## config.mk

```make
export PLATFORM = sky130hd
export DESIGN_NAME = memory_stage
export DESIGN_NICKNAME = d
export VERILOG_FILES = /design/src/rtl/memory_stage_pkg.sv /design/src/rtl/memory_stage_mem_load_align.sv /design/src/rtl/memory_stage.sv
export SDC_FILE = /design/constraint.sdc
export NUM_CORES = 1
export LEC_CHECK = 0
export ABC_AREA = 1
export BUFFER_PORTS_ARGS = -buffer_cell sky130_fd_sc_hd__buf_4
export CAP_MARGIN = 20
export CORE_AREA = 3 3 219 221
export DETAILED_ROUTE_END_ITERATION = 16
export DIE_AREA = 0 0 222 224
export PLACE_DENSITY = 0.48
export SYNTH_ARGS = -nofsm -noshare
export SYNTH_HDL_FRONTEND = slang
export SYNTH_SLANG_ARGS = --single-unit
```

## constraint.sdc

```tcl
create_clock -name clk -period 12.45 [get_ports clk]
set_input_delay 1.245 -clock clk [delete_from_list [all_inputs] [get_ports clk]]
set_output_delay 1.245 -clock clk [all_outputs]
set_load 0.01 [all_outputs]
```

## src/rtl/memory_stage_pkg.sv

```systemverilog
// Shared definitions for the memory stage: opcodes, funct3 access codes,
// FSM encodings, the E->M payload record and the misalignment rule.
package memory_stage_pkg;

    localparam logic [6:0] OP_LOAD  = 7'b0000011;
    localparam logic [6:0] OP_STORE = 7'b0100011;

    localparam logic [2:0] FUNC_LB  = 3'b000;
    localparam logic [2:0] FUNC_LH  = 3'b001;
    localparam logic [2:0] FUNC_LW  = 3'b010;
    localparam logic [2:0] FUNC_LBU = 3'b100;
    localparam logic [2:0] FUNC_LHU = 3'b101;
    localparam logic [2:0] FUNC_SB  = 3'b000;
    localparam logic [2:0] FUNC_SH  = 3'b001;
    localparam logic [2:0] FUNC_SW  = 3'b010;

    typedef enum logic [1:0] {
        M_IDLE = 2'd0,
        M_REQ  = 2'd1,
        M_WAIT = 2'd2,
        M_DONE = 2'd3
    } m_state_t;

    typedef struct packed {
        logic [31:0] val_e;
        logic [31:0] val2;
        logic [6:0]  opcode;
        logic [2:0]  funct3;
        logic [4:0]  rd;
        logic [31:0] pc;
        logic [31:0] cur_pc;
        logic [31:0] instr;
        logic [31:0] pred_pc;
        logic        commit;
    } m_payload_t;

    // Halfword accesses need bit 0 clear, word accesses need both low bits clear.
    function automatic logic is_misaligned(input logic [2:0] funct3, input logic [1:0] addr_lo);
        case (funct3[1:0])
            2'b01:   return addr_lo[0];
            2'b10:   return addr_lo != 2'b00;
            default: return 1'b0;
        endcase
    endfunction

endpackage

```

## src/rtl/memory_stage_mem_load_align.sv

```systemverilog
// Selects the addressed byte/halfword lane of a read word and extends it
// according to the load's funct3.
module mem_load_align
    import memory_stage_pkg::*;
(
    input  logic [31:0] rdata,
    input  logic [1:0]  addr_lo,
    input  logic [2:0]  funct3,
    output logic [31:0] load_val
);

    logic [7:0]  lane [4];
    logic [7:0]  byte_sel;
    logic [15:0] half_sel;

    genvar gi;
    generate
        for (gi = 0; gi < 4; gi++) begin : g_lane
            assign lane[gi] = rdata[8*gi +: 8];
        end
    endgenerate

    assign byte_sel = lane[addr_lo];
    assign half_sel = addr_lo[1] ? rdata[31:16] : rdata[15:0];

    always_comb begin
        load_val = 32'd0;
        case (funct3)
            FUNC_LB:  load_val = {{24{byte_sel[7]}}, byte_sel};
            FUNC_LH:  load_val = {{16{half_sel[15]}}, half_sel};
            FUNC_LW:  load_val = rdata;
            FUNC_LBU: load_val = {24'd0, byte_sel};
            FUNC_LHU: load_val = {16'd0, half_sel};
            default:  load_val = 32'd0;
        endcase
    end

endmodule

```

## src/rtl/memory_stage.sv

```systemverilog
// Memory pipeline stage: registers the E->M payload, runs one load/store on
// the data bus per instruction and hands the result to writeback.
module memory_stage
    import memory_stage_pkg::*;
#(
    parameter int XLEN = 32
) (
    input  logic            clk,
    input  logic            rst,
    input  logic            e_to_m_valid,
    output logic            m_allow_in,
    input  logic            w_allow_in,
    output logic            m_to_w_valid,
    output logic            m_valid,
    input  logic [XLEN-1:0] e_valE,
    input  logic [XLEN-1:0] E_val2,
    input  logic [6:0]      E_opcode,
    input  logic [2:0]      E_funct3,
    input  logic [4:0]      E_rd,
    input  logic [XLEN-1:0] E_pc,
    input  logic [XLEN-1:0] E_cur_pc,
    input  logic [XLEN-1:0] E_instr,
    input  logic [XLEN-1:0] E_pred_pc,
    input  logic            E_commit,
    output logic [XLEN-1:0] M_valE,
    output logic [XLEN-1:0] M_val2,
    output logic [6:0]      M_opcode,
    output logic [2:0]      M_funct3,
    output logic [4:0]      M_rd,
    output logic [XLEN-1:0] M_pc,
    output logic [XLEN-1:0] M_cur_pc,
    output logic [XLEN-1:0] M_instr,
    output logic [XLEN-1:0] M_pred_pc,
    output logic            M_commit,
    output logic [XLEN-1:0] m_valM,
    output logic            m_misalign,
    output logic            dmem_req,
    output logic            dmem_we,
    output logic [XLEN-1:0] dmem_addr,
    output logic [XLEN-1:0] dmem_wdata,
    output logic [3:0]      dmem_wstrb,
    input  logic            dmem_ready,
    input  logic            dmem_rvalid,
    input  logic [XLEN-1:0] dmem_rdata
);

    m_state_t    state_reg, state_next;
    m_payload_t  pl_reg;
    logic        m_valid_reg;
    logic        misalign_reg;
    logic [31:0] valm_reg;
    logic [31:0] load_val;

    logic e_mem_op, e_misalign, mem_op, is_store, m_ready_go, capture, leave;

    assign e_mem_op   = (E_opcode == OP_LOAD) || (E_opcode == OP_STORE);
    assign e_misalign = e_mem_op && is_misaligned(E_funct3, e_valE[1:0]);
    assign mem_op     = (pl_reg.opcode == OP_LOAD) || (pl_reg.opcode == OP_STORE);
    assign is_store   = pl_reg.opcode == OP_STORE;

    assign m_ready_go   = ~mem_op | misalign_reg | (state_reg == M_DONE);
    assign m_allow_in   = ~m_valid_reg | (m_ready_go & w_allow_in);
    assign m_to_w_valid = m_valid_reg & m_ready_go;
    assign capture      = e_to_m_valid & m_allow_in;
    assign leave        = m_to_w_valid & w_allow_in;

    always_ff @(posedge clk) begin
        if (rst) begin
            m_valid_reg  <= 1'b0;
            misalign_reg <= 1'b0;
            valm_reg     <= 32'd0;
            state_reg    <= M_IDLE;
        end else begin
            state_reg <= state_next;
            if (m_allow_in)
                m_valid_reg <= e_to_m_valid;
            if (capture) begin
                misalign_reg <= e_misalign;
                valm_reg     <= 32'd0;
            end else if (state_reg == M_WAIT && dmem_rvalid) begin
                valm_reg <= load_val;
            end
        end
    end

    // Payload has no reset: it is only meaningful while m_valid is set.
    always_ff @(posedge clk) begin
        if (capture)
            pl_reg <= '{val_e: e_valE, val2: E_val2, opcode: E_opcode, funct3: E_funct3,
                        rd: E_rd, pc: E_pc, cur_pc: E_cur_pc, instr: E_instr,
                        pred_pc: E_pred_pc, commit: E_commit};
    end

    always_comb begin
        state_next = state_reg;
        case (state_reg)
            M_REQ:   if (dmem_ready)  state_next = is_store ? M_DONE : M_WAIT;
            M_WAIT:  if (dmem_rvalid) state_next = M_DONE;
            M_DONE:  if (leave)       state_next = M_IDLE;
            default: state_next = M_IDLE;
        endcase
        // Capture only happens when the previous op is leaving, so it overrides.
        if (capture)
            state_next = (e_mem_op && !e_misalign) ? M_REQ : M_IDLE;
    end

    mem_load_align u_load_align (
        .rdata    (dmem_rdata),
        .addr_lo  (pl_reg.val_e[1:0]),
        .funct3   (pl_reg.funct3),
        .load_val (load_val)
    );

    // Bus outputs derive only from held payload, so they are stable throughout REQ.
    genvar gi;
    generate
        for (gi = 0; gi < 4; gi++) begin : g_store_lane
            assign dmem_wdata[8*gi +: 8] =
                (pl_reg.funct3 == FUNC_SB) ? pl_reg.val2[7:0] :
                (pl_reg.funct3 == FUNC_SH) ? pl_reg.val2[8*(gi%2) +: 8] :
                                             pl_reg.val2[8*gi +: 8];
            assign dmem_wstrb[gi] = is_store && (
                (pl_reg.funct3 == FUNC_SW) ||
                (pl_reg.funct3 == FUNC_SH && pl_reg.val_e[1] == (gi >= 2)) ||
                (pl_reg.funct3 == FUNC_SB && pl_reg.val_e[1:0] == 2'(gi)));
        end
    endgenerate

    assign dmem_req   = state_reg == M_REQ;
    assign dmem_we    = is_store;
    assign dmem_addr  = {pl_reg.val_e[31:2], 2'b00};

    assign m_valid    = m_valid_reg;
    assign m_misalign = misalign_reg;
    assign m_valM     = valm_reg;
    assign M_valE     = pl_reg.val_e;
    assign M_val2     = pl_reg.val2;
    assign M_opcode   = pl_reg.opcode;
    assign M_funct3   = pl_reg.funct3;
    assign M_rd       = pl_reg.rd;
    assign M_pc       = pl_reg.pc;
    assign M_cur_pc   = pl_reg.cur_pc;
    assign M_instr    = pl_reg.instr;
    assign M_pred_pc  = pl_reg.pred_pc;
    assign M_commit   = pl_reg.commit;

endmodule

```

==> flow_metrics.env <==
export IMPL_drv_cap=0
export IMPL_seq_area_frac_synth_pct=73.9
export IMPL_initial_core_util_pct=20.3
export IMPL_die_x_um=222
export IMPL_ys_ff_latch=244
export IMPL_vdd_drop_max_mv=0.113
export IMPL_post_route_period_util_pct=30.6
export IMPL_min_path_type="reg2reg"
export IMPL_critical_path_arrival_ns=2.57
export IMPL_antenna_found_initial=5
export IMPL_cts_tree="yes"
export IMPL_h_tree_depth=1
export IMPL_grt_total_usage_pct=13.5
export IMPL_hold_viol=0
export IMPL_worst_r2r_setup_slack_ns=8.87
export IMPL_drive_gt1_share_pct=56.3
export IMPL_first_iter_violations=416
export IMPL_fin_skew_ns=0.00886
export IMPL_grt_first_pass_wirelength_um=50400
export IMPL_rows=79
export IMPL_via_count=7104
export IMPL_avgRoutedWirePerCell_um=19.7
export IMPL_power_uw=2070
export IMPL_cts_resized=0
export IMPL_place_port_buffers=557
export IMPL_synth_top_area_cell="edfxtp_1"
export IMPL_ys_top_cells_by_count="edfxtp_1, nand2_1, buf_4, a21oi_1, inv_1"
export IMPL_status="complete, no violations"
export IMPL_cts_sinks=244
export IMPL_synthFlopType="edfxtp_1"
export IMPL_grt_pass1_vias=7460
export IMPL_gp_congestion=0.809
export IMPL_holdWs_ns=0.472
export IMPL_syn2layout_area_growth_pct=58.0
export IMPL_numCtsBuffers=29
export IMPL_hpwlAfterDp_um=28700
export IMPL_finalSetupTns_ns=0
export IMPL_synth_area_leaders="edfxtp_1, dfxtp_1, nand2_1"
export IMPL_slew_violations=0
export IMPL_dr_pass1_iters=4
export IMPL_synth_cell_types=38
export IMPL_rsz0062_at_grt="false"
export IMPL_io_pins=560
export IMPL_clk_pin_slew_ns=0.07
export IMPL_cts_buffer_depth=3
export IMPL_startpoint_type="flop"
export IMPL_leakagePower_uw=0.00634
export IMPL_slew_headroom_pct=35.1
export IMPL_viasPerCell=3.90
export IMPL_final_nets=1439
export IMPL_clk_latency_ns=0.56
export IMPL_fmax_ghz=0.262
export IMPL_synth_most_common_cell="edfxtp_1"
export IMPL_synth_top_area_share_pct=66.2
export IMPL_root_buffer="clkbuf_16"
export IMPL_grt_max_degree=80
export IMPL_worst_ep_required_time_ns=11.20
export IMPL_critPathMaxFanout=29
export IMPL_synth_cells=658
export IMPL_die_y_um=224
export IMPL_cts_hold_buf=0
export IMPL_setup_violations=0
export IMPL_crit_type="reg2out"
export IMPL_syn_avg_cell_area_um2=14.3
export IMPL_powerDensity_nw_per_um2=139
export IMPL_worst_slew_pin_slew_ns=0.973
export IMPL_drc=0
export IMPL_die_area_um2=49700
export IMPL_grt_ovfl_total=0
export IMPL_yosys_warnings=0
export IMPL_final_antenna_net_count=0
export IMPL_syn_area_um2=9430
export IMPL_async_flop_share_pct=0
export IMPL_synth_edf_count=208
export IMPL_wirelength_um=35900
export IMPL_cp_end_kind="output pin"
export IMPL_core_area_um2=46400
export IMPL_cts_setup_buffers=0
export IMPL_nFillCells=4698
export IMPL_period_minus_slack_ns=3.81
critical path, stage by stage (launching register included):
cell      delay (ns)
edfxtp_1        0.71
nand2_2         0.19
inv_2           0.52
a21oi_1         0.15
o31ai_1         0.11
nand2_1         0.08
inv_1           0.12
buf_4           0.13
power breakdown:
group          switching [µW]  internal, µW
clock network             350           509
logic                     123           128
registers                21.4           939
placed cells by master (no fill, tap or decap), types with 3 or more instances in the layout:
master	instances
nor3_1	4
nor2_8	3
nand2_1	90
a21oi_1	43
clkbuf_16	29
o211ai_2	7
clkinv_2	6
a31oi_1	6
o21ai_0	21
mux2i_1	5
inv_2	4
inv_1	39
nor2_1	35
nor2_2	8
inv_6	3
mux2_2	8
o211ai_1	3
clkinv_1	7
buf_4	560
nand2_4	4
bufinv_16	4
ha_1	5
dfxtp_1	36
nand3_1	15
edfxtp_1	208
nand2_2	5
a21oi_2	32
kinds of logic (layout without fill, tap and decap cells):
family | count (synthesis) | count (layout) | synth area share [%]
multiplexers | 13 | 13 | 1.49
AO/OA/AOI/OAI | 119 | 119 | 8.65
adder cells (fa/ha/maj) | 5 | 5 | 0.663
buffers and inverters | 107 | 659 | 6.87
other | 1 | 4 | 0.0398
AND/OR/NAND/NOR | 169 | 169 | 8.40
flip-flops | 244 | 244 | 73.9
final timing paths:
check               start             to  cells after the start
min reg2reg    m_valM[11]     m_valM[11]                      2
max           M_funct3[1]  dmem_wstrb[2]                      7
min            m_valM[11]     m_valM[11]                      2
max reg2reg  state_reg[0]       M_pc[12]                     11
layout make-up:
type	instances	area, µm²	share of cell area (%)
flip-flops and latches	244	6970	46.8
repair buffers	560	4200	28.2
multi-input cells	308	1830	12.3
well taps	607	759	5.10
clock buffers	31	733	4.92
clock inverters	23	226	1.52
inverters	45	179	1.20
diodes	2	5.00	0.0336
layer usage:
| layer | wire length [µm] | vias to the layer above | global-route usage (%) |
|---|---|---|---|
| li1 | - | 3363 | - |
| met1 | 12600 | 3330 | 14.4 |
| met2 | 18200 | 340 | 23.9 |
| met3 | 3960 | 63 | 6.29 |
| met4 | 1120 | 8 | 4.31 |
| met5 | 42 | - | 0 |
stage by stage:
step	setup WS [ns]	area, µm²	std cells	utilization [%]
2_1_floorplan	6.33	9430	659	-
3_3_place_gp	8.31	13900	1764	30.1
3_5_place_dp	8.28	13900	1764	30.1
4_1_cts	8.58	14900	1818	32.1
5_1_grt	8.45	14900	1818	32.1
6_report	8.64	14900	1820	32.1
Power figures use the tool's default switching activity.
